**src/rtl/div_issue_ctrl.sv**
```systemverilog
// Execute-stage initiator for the iterative divider: latches operands, holds start
// until done, stalls the pipeline, and issues a single HI/LO write per divide.
module div_issue_ctrl #(
   parameter int MAX_WAIT = 64
) (
   input  logic        clock,
   input  logic        reset,
   input  logic        flush,
   input  logic        stall_ext,
   input  logic        ex_div_req,
   input  logic        ex_div_unsigned,
   input  logic [31:0] ex_opa,
   input  logic [31:0] ex_opb,
   output logic        div_start,
   output logic        div_unsigned,
   output logic [31:0] div_opa,
   output logic [31:0] div_opb,
   input  logic [63:0] div_result,
   input  logic        div_done,
   output logic        stall_req,
   output logic        hilo_we,
   output logic [31:0] hi_wdata,
   output logic [31:0] lo_wdata,
   output logic        timeout_err
);

   localparam logic [1:0] S_IDLE = 2'd0;
   localparam logic [1:0] S_BUSY = 2'd1;
   localparam logic [1:0] S_DONE = 2'd2;

   localparam int CW = $clog2(MAX_WAIT + 1);
   localparam logic [CW-1:0] WAIT_LAST = CW'(MAX_WAIT - 1);
   localparam logic [31:0]   ZDIV_LO   = 32'hFFFF_FFFF;

   logic [1:0]    state_q, state_d;
   logic [CW-1:0] cnt_q, cnt_d;
   logic [31:0]   opa_q, opa_d;
   logic [31:0]   opb_q, opb_d;
   logic          unsigned_q, unsigned_d;
   logic [31:0]   hi_q, hi_d;
   logic [31:0]   lo_q, lo_d;
   logic          timeout_q, timeout_d;

   // Next-state, operand latch and result capture; flush overrides every state.
   always_comb begin
      state_d    = state_q;
      cnt_d      = cnt_q;
      opa_d      = opa_q;
      opb_d      = opb_q;
      unsigned_d = unsigned_q;
      hi_d       = hi_q;
      lo_d       = lo_q;
      timeout_d  = timeout_q;
      if (flush) begin
         state_d = S_IDLE;
      end else begin
         case (state_q)
            S_IDLE: begin
               if (ex_div_req) begin
                  if (ex_opb != 32'd0) begin
                     opa_d      = ex_opa;
                     opb_d      = ex_opb;
                     unsigned_d = ex_div_unsigned;
                     cnt_d      = '0;
                     state_d    = S_BUSY;
                  end else begin
                     // Zero divisor never reaches the divider.
                     hi_d    = ex_opa;
                     lo_d    = ZDIV_LO;
                     state_d = S_DONE;
                  end
               end else begin
                  state_d = S_IDLE;
               end
            end
            S_BUSY: begin
               cnt_d = cnt_q + CW'(1);
               if (div_done) begin
                  hi_d    = div_result[63:32];
                  lo_d    = div_result[31:0];
                  state_d = S_DONE;
               end else if (cnt_q == WAIT_LAST) begin
                  timeout_d = 1'b1;
                  hi_d      = opa_q;
                  lo_d      = ZDIV_LO;
                  state_d   = S_DONE;
               end else begin
                  state_d = S_BUSY;
               end
            end
            S_DONE: begin
               if (!stall_ext) begin
                  state_d = S_IDLE;
               end else begin
                  state_d = S_DONE;
               end
            end
            default: begin
               state_d = S_IDLE;
            end
         endcase
      end
   end

   // State and datapath registers.
   always_ff @(posedge clock) begin
      if (reset) begin
         state_q    <= S_IDLE;
         cnt_q      <= '0;
         opa_q      <= 32'd0;
         opb_q      <= 32'd0;
         unsigned_q <= 1'b0;
         hi_q       <= 32'd0;
         lo_q       <= 32'd0;
         timeout_q  <= 1'b0;
      end else begin
         state_q    <= state_d;
         cnt_q      <= cnt_d;
         opa_q      <= opa_d;
         opb_q      <= opb_d;
         unsigned_q <= unsigned_d;
         hi_q       <= hi_d;
         lo_q       <= lo_d;
         timeout_q  <= timeout_d;
      end
   end

   // Dropping start in DONE lets the divider clear its stage counter so it cannot retrigger.
   assign div_start    = (state_q == S_BUSY) && !flush;
   assign stall_req    = !flush && ((state_q == S_BUSY) || ((state_q == S_IDLE) && ex_div_req));
   assign hilo_we      = (state_q == S_DONE) && !stall_ext && !flush;
   assign div_opa      = opa_q;
   assign div_opb      = opb_q;
   assign div_unsigned = unsigned_q;
   assign hi_wdata     = hi_q;
   assign lo_wdata     = lo_q;
   assign timeout_err  = timeout_q;

endmodule

```
**config.mk**
```make
export PLATFORM = sky130hd
export DESIGN_NAME = div_issue_ctrl
export DESIGN_NICKNAME = d
export VERILOG_FILES = /design/src/rtl/div_issue_ctrl.sv
export SDC_FILE = /design/constraint.sdc
export NUM_CORES = 1
export LEC_CHECK = 0
export CORE_MARGIN = 3
export CORE_UTILIZATION = 40
export DETAILED_ROUTE_END_ITERATION = 12
export PLACE_DENSITY = 0.78
export RECOVER_POWER = 100
export SETUP_SLACK_MARGIN = 0.4
export SLEW_MARGIN = 5
export SYNTH_ARGS = -nofsm -noshare
export SYNTH_HDL_FRONTEND = slang
export SYNTH_SLANG_ARGS = --single-unit
```
**constraint.sdc**
```tcl
create_clock -name clock -period 5.74 [get_ports clock]
set_clock_uncertainty 0.15 [all_clocks]
set_input_delay 1.148 -clock clock [delete_from_list [all_inputs] [get_ports clock]]
set_output_delay 1.148 -clock clock [all_outputs]
set_load 0.05 [all_outputs]
```
==> PnR_summary.wiki, run 1 <==
{| class="wikitable"
! Metric !! Value
|-
| Number of vias per cell after detailed routing || 5.28
|-
| Worst rel slew slack || -0.113
|-
| Fraction of the yosys area taken by sequential cells || 0.474
|-
| Setup bufs post-CTS || 0
|-
| Final routed wirelength across all metal layers || 18200 um
|-
| Number of H-tree levels || 4
|-
| Clock Root Buffer || sky130_fd_sc_hd__clkbuf_16
|-
| Static leakage power || 0.00405 uW
|-
| Setup total negative slack || 0 ps
|-
| GPL Wtd Cong || 0.800
|-
| Number of sinks on the clock net || 139
|-
| Count of different cell masters after synthesis || 37
|-
| Max Fclk || roughly 210 MHz
|-
| Switching power as a share of total power || 0.258
|-
| Average instance area after synthesis || 8.94 um2
|-
| Num ports || around 270
|-
| Shortest clock period the worst path allows after layout || between 4000 and 5000 ps
|-
| Kind of end point of the critical path || output pin
|-
| Final-layout worst hold slack || 323 ps
|-
| Port bufs || ~270
|-
| Worst setup slack after layout || 1050 ps
|-
| DRC Markers || 0
|-
| TritonCTS Buffers || 17
|-
| Maximum number of pins on one net before global-route repair || 93
|-
| Yosys warning count || 0
|-
| Floorplan die height || 127 um
|-
| Detailed router's first-iteration violation count || 352
|-
| Power per cell area || 284 mW/mm2
|-
| CTS max path bufs || 2
|-
| Max_cap viols || 2
|-
| Longest individual stage delay on the worst path || 910 ps
|-
| TritonCTS clock tree || yes
|-
| Worst slack after detailed placement || 1220 ps
|-
| Type of the worst min-delay path || reg -> reg
|-
| Arrival time worst endpoint || 3390 ps
|-
| Cell count after synthesis || roughly 660
|-
| Share of cells above drive strength 1 || 0.0496
|-
| Placement Rows || 43
|-
| Max Transition Viols Final || 43
|-
| Total core area || 0.0141 mm2
|-
| IR drop worst, VDD || between 0.00015 and 0.0002 V
|-
| GRT Residual Overflow || 0
|-
| Violations in the final reports || capacitance limit, slew limit
|-
| Final clock period utilization by the worst path || 0.817
|-
| WL/cell || 16.7 um
|-
| Fraction of registers with async set/reset || 0
|-
| Setup repair after global routing missed its margin || no
|-
| Internal Power || 1930 uW
|-
| # hold bufs at CTS || 0
|-
| Highest fanout seen on the critical path || 10
|-
| Category of the worst setup path launch point || input pin
|-
| Setup-violating endpoint count in the final report || 0
|-
| P&R area growth vs syn || 56.6%
|-
| Area of all placed cells without fillers || a little over 0.009 mm2
|-
| Count of vias placed by the detailed router || ~5700
|-
| Crit-path most repeated cell || sky130_fd_sc_hd__dlygate4sd3_1
|-
| Post-synthesis instance area || between 0.005 and 0.006 mm2
|-
| Category of the most critical setup path || in -> out
|-
| Wire length of the first global-routing pass || 29000 um
|-
| Number of failing hold endpoints at the final stage || 0
|-
| Status || finished with violations
|-
| Cell type of the slowest stage on the worst timing path || sky130_fd_sc_hd__dlygate4sd3_1
|-
| Primary flip-flop cell chosen by synthesis mapping || sky130_fd_sc_hd__dfxtp_1
|-
| Clock Power Share || 0.446
|-
| Post-synth EDFFs || 0
|-
| Cell-by-cell trace of the critical path || dlygate4sd3_1 > or3_1 > inv_1 > dlygate4sd3_1
|-
| Number of global-route vias before repair || 5510
|-
| First drt pass iteration count || 5
|-
| P_sw || 673 uW
|-
| Starting density of the core || 0.416
|-
| Half-perimeter wire length after placement || about 12000 um
|-
| Transition time at the pin with the least slew margin || 1660 ps
|-
| CTS-repair resized insts || 0
|-
| Number of register bits inferred by synthesis || 139
|-
| Data required time at the worst endpoint || 4440 ps
|-
| Clock-pin slew reported for the worst setup and hold paths after clock tree synthesis || 60 ps
|-
| Fraction of the core area covered by cells at the end of the flow || 0.652
|-
| Dpl cell area || about 0.0086 mm2
|-
| Final Net Count || 1031
|-
| Clock Latency Late Sink || 400 ps
|-
| Register share of total power || 0.390
|-
| Total inserted antenna cells || 0
|-
| Die outline area || 0.0162 mm2
|-
| Antenna violations before repair || 0
|-
| DIE WIDTH || 127 um
|-
| Part of the total power dissipated in combinational logic || 0.163
|-
| Detail Route Antenna Nets || 0
|-
| Total track usage || 0.222
|-
| Synthesized net count || 792
|-
| Fillers || 1170
|}
state kept, by name (all words and copies together) (netlist names):
signal	flops
div_opb	32
state_q	2
div_opa	32
hi_wdata	32
lo_wdata	32
cnt_q	7
timeout_err	1
div_unsigned	1
cells in the mapped netlist, drive strengths merged, types with 3 or more instances:
master,n,area share
a21oi,68,0.058
a31oi,4,0.0043
buf,22,0.024
clkbuf,34,0.022
dfxtp,139,0.47
inv,3,0.0019
mux2i,97,0.17
nand2,38,0.024
nand3,10,0.0085
nor2,105,0.067
nor3,34,0.029
nor4,8,0.0085
o2111ai,32,0.048
o211ai,3,0.0038
o21ai,36,0.031
cells by family after synthesis:
kind of cell,share of synthesized area
flops,0.474
mux,0.165
fa+ha+maj,0.00213
buf+inv,0.0476
simple gates,0.157
compound gates,0.154
layout by cell type (no fill, tap or decap), types with 3 or more instances in the layout:
cell type,count
sky130_fd_sc_hd__clkbuf_16,17
sky130_fd_sc_hd__o2111ai_1,32
sky130_fd_sc_hd__clkinv_2,5
sky130_fd_sc_hd__nor3_1,34
sky130_fd_sc_hd__buf_4,7
sky130_fd_sc_hd__dfxtp_1,139
sky130_fd_sc_hd__o21ai_0,35
sky130_fd_sc_hd__mux2i_1,97
sky130_fd_sc_hd__o211ai_1,3
sky130_fd_sc_hd__bufinv_16,4
sky130_fd_sc_hd__nor4_1,8
sky130_fd_sc_hd__clkbuf_8,3
sky130_fd_sc_hd__dlygate4sd3_1,135
sky130_fd_sc_hd__clkdlybuf4s50_1,130
sky130_fd_sc_hd__a21oi_1,68
sky130_fd_sc_hd__a31oi_1,4
sky130_fd_sc_hd__nor2_1,104
sky130_fd_sc_hd__nand2_1,38
sky130_fd_sc_hd__nand3_1,10
path summary, 6_finish.rpt:
check / end / cells past startpoint / startpoint / slack (ps)
max: div_start / 4 / flush / 1050
min: hi_wdata[12]$_SDFFE_PP0P_ / 2 / hi_wdata[12]$_SDFFE_PP0P_ / 320
max reg2reg: div_opa[12]$_SDFFE_PP0P_ / 6 / state_q[1]$_SDFF_PP0_ / 2930
min reg2reg: hi_wdata[12]$_SDFFE_PP0P_ / 2 / hi_wdata[12]$_SDFFE_PP0P_ / 320
through the flow:
stage          instances  power (uW)
2_1_floorplan        656        1280
3_3_place_gp        1056        1470
3_5_place_dp        1056        1480
4_1_cts             1088        2650
5_1_grt             1088        2710
6_report            1088        2610
final cells by class:
type | count | area, um2 | share of cell area
well taps | 180 | 225 | 0.0245
clock buffers | 20 | 467 | 0.0508
clock inverters | 12 | 169 | 0.0184
multi-input cells | 458 | 2810 | 0.306
inverters | 3 | 11.3 | 0.00123
repair buffers | 276 | 2720 | 0.296
flip-flops and latches | 139 | 2780 | 0.303
worst max-delay path: cells and delay by family:
| family | cells | cell delay, ps |
|---|---|---|
| buffers and inverters | 3 | 1750 |
| AND/OR/NAND/NOR | 1 | 490 |
metal layers:
layer  up-vias  global-route usage  wire length, um
met1      2670               0.274             7590
met2       207               0.362             8680
met4         0              0.0669              266
met3        20              0.0844             1660
met5         -                   0                0
li1       2847                   -                -
power by group through the flow:
stage | sequential, uW | clock [uW] | combinational, uW
after floorplan | 1150 | 0 | 134
after global placement | 1040 | 0 | 435
after detailed placement | 1040 | 0 | 437
after CTS | 1020 | 1190 | 440
after global routing | 1020 | 1230 | 453
final | 1020 | 1160 | 426
Power figures use the tool's default switching activity.
==> run 2: changes to the inputs <==
==> constraint.sdc (replaced) <==
create_clock -name clock -period 4.65 [get_ports clock]
set_clock_uncertainty 0.15 [all_clocks]
set_input_delay 0.93 -clock clock [delete_from_list [all_inputs] [get_ports clock]]
set_output_delay 0.93 -clock clock [all_outputs]
set_load 0.05 [all_outputs]
==> PnR_summary.wiki, run 2 (synthesis results as in run 1) <==
{| class="wikitable"
! Metric !! Value
|-
| Status || finished with violations
|-
| Violations in the final reports || capacitance limit, slew limit
|-
| Clock Latency Late Sink || 410 ps
|-
| Half-perimeter wire length after placement || roughly 13000 um
|-
| CTS-repair resized insts || 0
|-
| Maximum number of pins on one net before global-route repair || 74
|-
| DIE WIDTH || 127 um
|-
| DR WL met2 || 8890 um
|-
| Commonest cells after routing, fill and taps aside || sky130_fd_sc_hd__dfxtp_1, sky130_fd_sc_hd__dlygate4sd3_1, sky130_fd_sc_hd__clkdlybuf4s50_1, sky130_fd_sc_hd__nor2_1, sky130_fd_sc_hd__mux2i_1
|-
| Arrival time worst endpoint || 3190 ps
|-
| Total track usage || 0.230
|-
| Placement Rows || 43
|-
| Highest fanout seen on the critical path || 10
|-
| Max_cap viols || 3
|-
| Switching power as a share of total power || 0.265
|-
| Starting density of the core || 0.416
|-
| Total core area || approximately 0.014 mm2
|-
| WL met3 || 1720 um
|-
| Setup-violating endpoint count in the final report || 0
|-
| Kind of end point of the critical path || output pin
|-
| Type of the worst min-delay path || reg -> reg
|-
| Clock Root Buffer || sky130_fd_sc_hd__clkbuf_16
|-
| Gate family responsible for the most delay along the worst path || buffers and inverters
|-
| P&R area growth vs syn || 56.2%
|-
| Register share of total power || 0.405
|-
| Power per cell area || 339 mW/mm2
|-
| Clock Power Share || 0.423
|-
| Share of cells above drive strength 1 || 0.0452
|-
| CTS max path bufs || 2
|-
| Data required time at the worst endpoint || 3570 ps
|-
| Number of global-route vias before repair || 5773
|-
| Fraction of the core area covered by cells at the end of the flow || 0.650
|-
| Max Fclk || 234 MHz
|-
| IR drop worst, VDD || 0.000244 V
|-
| Detail Route Antenna Nets || 0
|-
| Number of sinks on the clock net || about 140
|-
| Wire length of the first global-routing pass || 29900 um
|-
| Final routed wirelength across all metal layers || 18800 um
|-
| Port bufs || 267
|-
| Crit-path most repeated cell || sky130_fd_sc_hd__dlygate4sd3_1
|-
| Fillers || approximately 1200
|-
| Met1 layer wirelength in the final routing || 7580 um
|-
| First drt pass iteration count || 4
|-
| Final Net Count || about 1000
|-
| Cell type of the slowest stage on the worst timing path || sky130_fd_sc_hd__dlygate4sd3_1
|-
| # hold bufs at CTS || 0
|-
| Num ports || 268
|-
| P_sw || 824 uW
|-
| Internal Power || 2280 uW
|-
| Most common cell after layout, fill and taps aside || sky130_fd_sc_hd__dfxtp_1
|-
| Sequential Area || 0.00278 mm2
|-
| Shortest clock period the worst path allows after layout || 4270 ps
|-
| Transition time at the pin with the least slew margin || 1840 ps
|-
| Longest individual stage delay on the worst path || slightly above 900 ps
|-
| Number of H-tree levels || 4
|-
| TritonCTS clock tree || yes
|-
| Number of failing hold endpoints at the final stage || 0
|-
| WL/cell || 17.3 um
|-
| Dpl cell area || 0.00863 mm2
|-
| Count of vias placed by the detailed router || between 5000 and 6000
|-
| Worst rel slew slack || -0.235
|-
| Detailed router's first-iteration violation count || 317
|-
| Worst setup slack after layout || about 380 ps
|-
| Number of vias per cell after detailed routing || 5.35
|-
| Setup total negative slack || 0 ps
|-
| Die outline area || 0.0162 mm2
|-
| DRC Markers || 0
|-
| Final clock period utilization by the worst path || 0.918
|-
| Top routing layer used || met4
|-
| Category of the most critical setup path || in -> out
|-
| Cell-by-cell trace of the critical path || dlygate4sd3_1 > or3_1 > inv_1 > dlygate4sd3_1
|-
| Part of the total power dissipated in combinational logic || 0.172
|-
| Area taken by multi-input logic gates || 0.00281 mm2
|-
| Static leakage power || 0.00403 uW
|-
| Floorplan die height || 127 um
|-
| Clock-pin slew reported for the worst setup and hold paths after clock tree synthesis || 50 ps
|-
| Category of the worst setup path launch point || input pin
|-
| TritonCTS Buffers || 17
|-
| Area of all placed cells without fillers || 0.00917 mm2
|-
| Worst path buffer plus inverter count || 3
|-
| Antenna violations before repair || 0
|-
| Overall Power || 3100 uW
|-
| Total inserted antenna cells || 0
|-
| Worst slack after detailed placement || 558 ps
|-
| GPL Wtd Cong || 0.838
|-
| Setup repair after global routing missed its margin || no
|-
| GRT Residual Overflow || 0
|-
| Max Transition Viols Final || 88
|-
| Setup bufs post-CTS || 0
|}
[run 2: changes by cell type in the layout (fill, tap and decap cells not counted)]
| cell | previous run | this run |
|---|---|---|
| sky130_fd_sc_hd__a21oi_1 | 68 | 67 |
| sky130_fd_sc_hd__a21oi_2 | 0 | 1 |
| sky130_fd_sc_hd__buf_12 | 0 | 3 |
| sky130_fd_sc_hd__buf_4 | 7 | 4 |
| sky130_fd_sc_hd__bufinv_16 | 4 | 2 |
| sky130_fd_sc_hd__clkbuf_1 | 2 | 6 |
| sky130_fd_sc_hd__clkinv_2 | 5 | 3 |
| sky130_fd_sc_hd__clkinv_4 | 1 | 0 |
[run 2: worst register-to-register path, delay by kind of cell (launching register included)]
family	cells	cell delay, ps
and+or+nand+nor	3	370
DFF	1	480
AOI/OAI and AO/OA	1	110
buffers and inverters	1	1210
muxes	1	310
[run 2: routing by layer]
layer	track usage	vias to the layer above
met2	0.378	233
met5	0	-
met3	0.0832	40
met4	0.0997	0
met1	0.271	2704
li1	-	2834
[run 2: path summary, 6_finish.rpt]
kind,from,endpoint,slack (ps),depth (start not counted)
setup / recovery,flush,div_start,380,4
hold / removal,hi_wdata[7]$_SDFFE_PP0P_,hi_wdata[7]$_SDFFE_PP0P_,320,2
setup reg to reg,state_q[1]$_SDFF_PP0_,div_opa[26]$_SDFFE_PP0P_,1870,6
hold reg to reg,hi_wdata[7]$_SDFFE_PP0P_,hi_wdata[7]$_SDFFE_PP0P_,320,2
[run 2: cell type report]
type / count / share of cell area
Clock buffer: 24 / 0.0526
Clock inverter: 7 / 0.00983
Inverter: 3 / 0.00123
Multi-Input combinational cell: 458 / 0.307
Sequential cell: 139 / 0.304
Tap cell: 180 / 0.0246
Timing Repair Buffer: 276 / 0.301
[run 2: metrics by stage]
stage / hold slack [ps] / instances
finish: 318 / 1087
global route: 334 / 1087
CTS: 323 / 1087
detailed placement: 315 / 1056
global placement: 310 / 1056
floorplan: 315 / 656
[run 2: power by group through the flow]
stage / registers, uW / clock network (uW) / logic (uW)
after floorplan: 1420 / 0 / 166
after global placement: 1280 / 0 / 543
after detailed placement: 1280 / 0 / 546
after CTS: 1260 / 1340 / 550
after global routing: 1260 / 1400 / 566
final: 1260 / 1310 / 533
==> run 3: changes to the inputs <==
--- a/config.mk
+++ b/config.mk
@@ -6,9 +6,9 @@
 export NUM_CORES = 1
 export LEC_CHECK = 0
 export CORE_MARGIN = 3
-export CORE_UTILIZATION = 40
+export CORE_UTILIZATION = 38
 export DETAILED_ROUTE_END_ITERATION = 12
-export PLACE_DENSITY = 0.78
+export PLACE_DENSITY = 0.74
 export RECOVER_POWER = 100
 export SETUP_SLACK_MARGIN = 0.4
 export SLEW_MARGIN = 5
==> PnR_summary.wiki, run 3 (synthesis results as in run 1) <==
{| class="wikitable"
! Metric !! Value
|-
| DIE WIDTH || 130 um
|-
| Setup repair after global routing missed its margin || no
|-
| Most common cell after layout, fill and taps aside || sky130_fd_sc_hd__dfxtp_1
|-
| TritonCTS Buffers || 17
|-
| CTS max path bufs || 2
|-
| Data required time at the worst endpoint || around 3600 ps
|-
| Worst path buffer plus inverter count || 3
|-
| Total inserted antenna cells || 0
|-
| Setup total negative slack || 0 ps
|-
| GPL Wtd Cong || 0.830
|-
| Max Transition Viols Final || 67
|-
| Final routed wirelength across all metal layers || 18800 um
|-
| TritonCTS clock tree || yes
|-
| Worst setup slack after layout || 421 ps
|-
| Category of the most critical setup path || in -> out
|-
| Crit-path most repeated cell || sky130_fd_sc_hd__dlygate4sd3_1
|-
| Cells after DPL || 1062
|-
| Total core area || 0.0148 mm2
|-
| Clock-pin slew reported for the worst setup and hold paths after clock tree synthesis || 60 ps
|-
| Number of vias per cell after detailed routing || approximately 5.3
|-
| Number of sinks on the clock net || 139
|-
| Fraction of the core area covered by cells at the end of the flow || 0.622
|-
| Overall Power || between 3000 and 4000 uW
|-
| Detail Route Antenna Nets || 0
|-
| WL/cell || approximately 17 um
|-
| Gate family responsible for the most delay along the worst path || buffers and inverters
|-
| Num ports || approximately 270
|-
| Half-perimeter wire length after placement || 12700 um
|-
| Total track usage || 0.216
|-
| Detailed router's first-iteration violation count || a little under 300
|-
| First drt pass iteration count || 5
|-
| Type of the worst min-delay path || reg -> reg
|-
| Status || finished with violations
|-
| Highest fanout seen on the critical path || 10
|-
| DRC Markers || 0
|-
| Number of H-tree levels || 4
|-
| Kind of end point of the critical path || output pin
|-
| Share of cells above drive strength 1 || 0.0496
|-
| Count of vias placed by the detailed router || 5792
|-
| Cell-by-cell trace of the critical path || dlygate4sd3_1 > or3_1 > inv_1 > dlygate4sd3_1
|-
| CTS-repair resized insts || 0
|-
| Final Net Count || around 1000
|-
| Clock Root Buffer || sky130_fd_sc_hd__clkbuf_16
|-
| Floorplan die height || around 130 um
|-
| Max_cap viols || 2
|-
| # hold bufs at CTS || 0
|-
| GRT Residual Overflow || 0
|-
| Antenna violations before repair || 0
|-
| Wire length of the first global-routing pass || 29000 um
|-
| Clock Latency Late Sink || 410 ps
|-
| Port bufs || 267
|-
| Max Fclk || 236 MHz
|-
| Worst rel slew slack || -0.0631
|-
| Static leakage power || 0.00405 uW
|-
| Violations in the final reports || capacitance limit, slew limit
|-
| P&R area growth vs syn || 56.9%
|-
| Arrival time worst endpoint || ~3200 ps
|-
| Commonest cells after routing, fill and taps aside || sky130_fd_sc_hd__dfxtp_1, sky130_fd_sc_hd__dlygate4sd3_1, sky130_fd_sc_hd__clkdlybuf4s50_1, sky130_fd_sc_hd__nor2_1, sky130_fd_sc_hd__mux2i_1
|-
| Shortest clock period the worst path allows after layout || 4230 ps
|-
| Setup-violating endpoint count in the final report || 0
|-
| Maximum number of pins on one net before global-route repair || 70
|-
| Worst slack after detailed placement || between 500 and 600 ps
|-
| Setup bufs post-CTS || 0
|-
| Longest individual stage delay on the worst path || between 900 and 1000 ps
|-
| Cell type of the slowest stage on the worst timing path || sky130_fd_sc_hd__dlygate4sd3_1
|-
| Final cell count without fillers || between 1000 and 1500
|-
| Final clock period utilization by the worst path || 0.909
|-
| Number of global-route vias before repair || 5590
|-
| Transition time at the pin with the least slew margin || 1590 ps
|-
| Number of failing hold endpoints at the final stage || 0
|-
| Starting density of the core || 0.396
|-
| Placement Rows || 44
|-
| IR drop worst, VDD || 0.000301 V
|-
| Die outline area || 0.0170 mm2
|-
| Category of the worst setup path launch point || input pin
|-
| Power per cell area || 349 mW/mm2
|}
## run 3: changes by cell type in the layout (fill, tap and decap cells not counted), moves of 2 or more
cell | previous run | this run
sky130_fd_sc_hd__buf_4 | 4 | 7
sky130_fd_sc_hd__buf_12 | 3 | 1
sky130_fd_sc_hd__bufinv_16 | 2 | 4
sky130_fd_sc_hd__clkbuf_1 | 6 | 2
sky130_fd_sc_hd__clkinv_4 | 0 | 2
## run 3: tightest hold or removal path, stage by stage (launching register included)
cell and delay, ps:
sky130_fd_sc_hd__dfxtp_1 300, sky130_fd_sc_hd__o21ai_0 60, sky130_fd_sc_hd__a21oi_1 60
## run 3: power by group
group / switching (uW) / total, uW / leakage [uW] / internal (uW)
clock: 509 / 1430 / 0.000297 / 920
sequential: 22.9 / 1260 / 0.00113 / 1230
combinational: 312 / 530 / 0.00262 / 219
## run 3: path summary, 6_finish.rpt
| path | start | to | slack (ps) | depth (start not counted) |
|---|---|---|---|---|
| worst max-delay path | flush | div_start | 420 | 4 |
| worst min-delay path | hi_wdata[0]$_SDFFE_PP0P_ | hi_wdata[0]$_SDFFE_PP0P_ | 320 | 2 |
| worst max register to register | state_q[1]$_SDFF_PP0_ | div_opb[13]$_SDFFE_PP0P_ | 1840 | 6 |
| worst min register to register | hi_wdata[0]$_SDFFE_PP0P_ | hi_wdata[0]$_SDFFE_PP0P_ | 320 | 2 |
## run 3: through the flow
stage          hold slack (ps)  area [um2]
6_report                   319        9210
5_1_grt                    343        9210
4_1_cts                    324        9250
3_5_place_dp               313        8620
3_3_place_gp               301        8620
2_1_floorplan              315        5870
## run 3: layout make-up
cell class              instances  area (um2)
well taps                     184         230
multi-input cells             458        2810
repair buffers                278        2750
flip-flops and latches        139        2780
fillers                      1292        5600
clock inverters                11         170
inverters                       3        11.3
clock buffers                  19         453
## run 3: routing by layer
layer | track usage | part of all wire | up-vias
li1 | - | - | 2852
met1 | 0.263 | 0.41 | 2690
met2 | 0.355 | 0.48 | 228
met3 | 0.0790 | 0.091 | 22
met4 | 0.0727 | 0.017 | 0
met5 | 0 | 0 | -
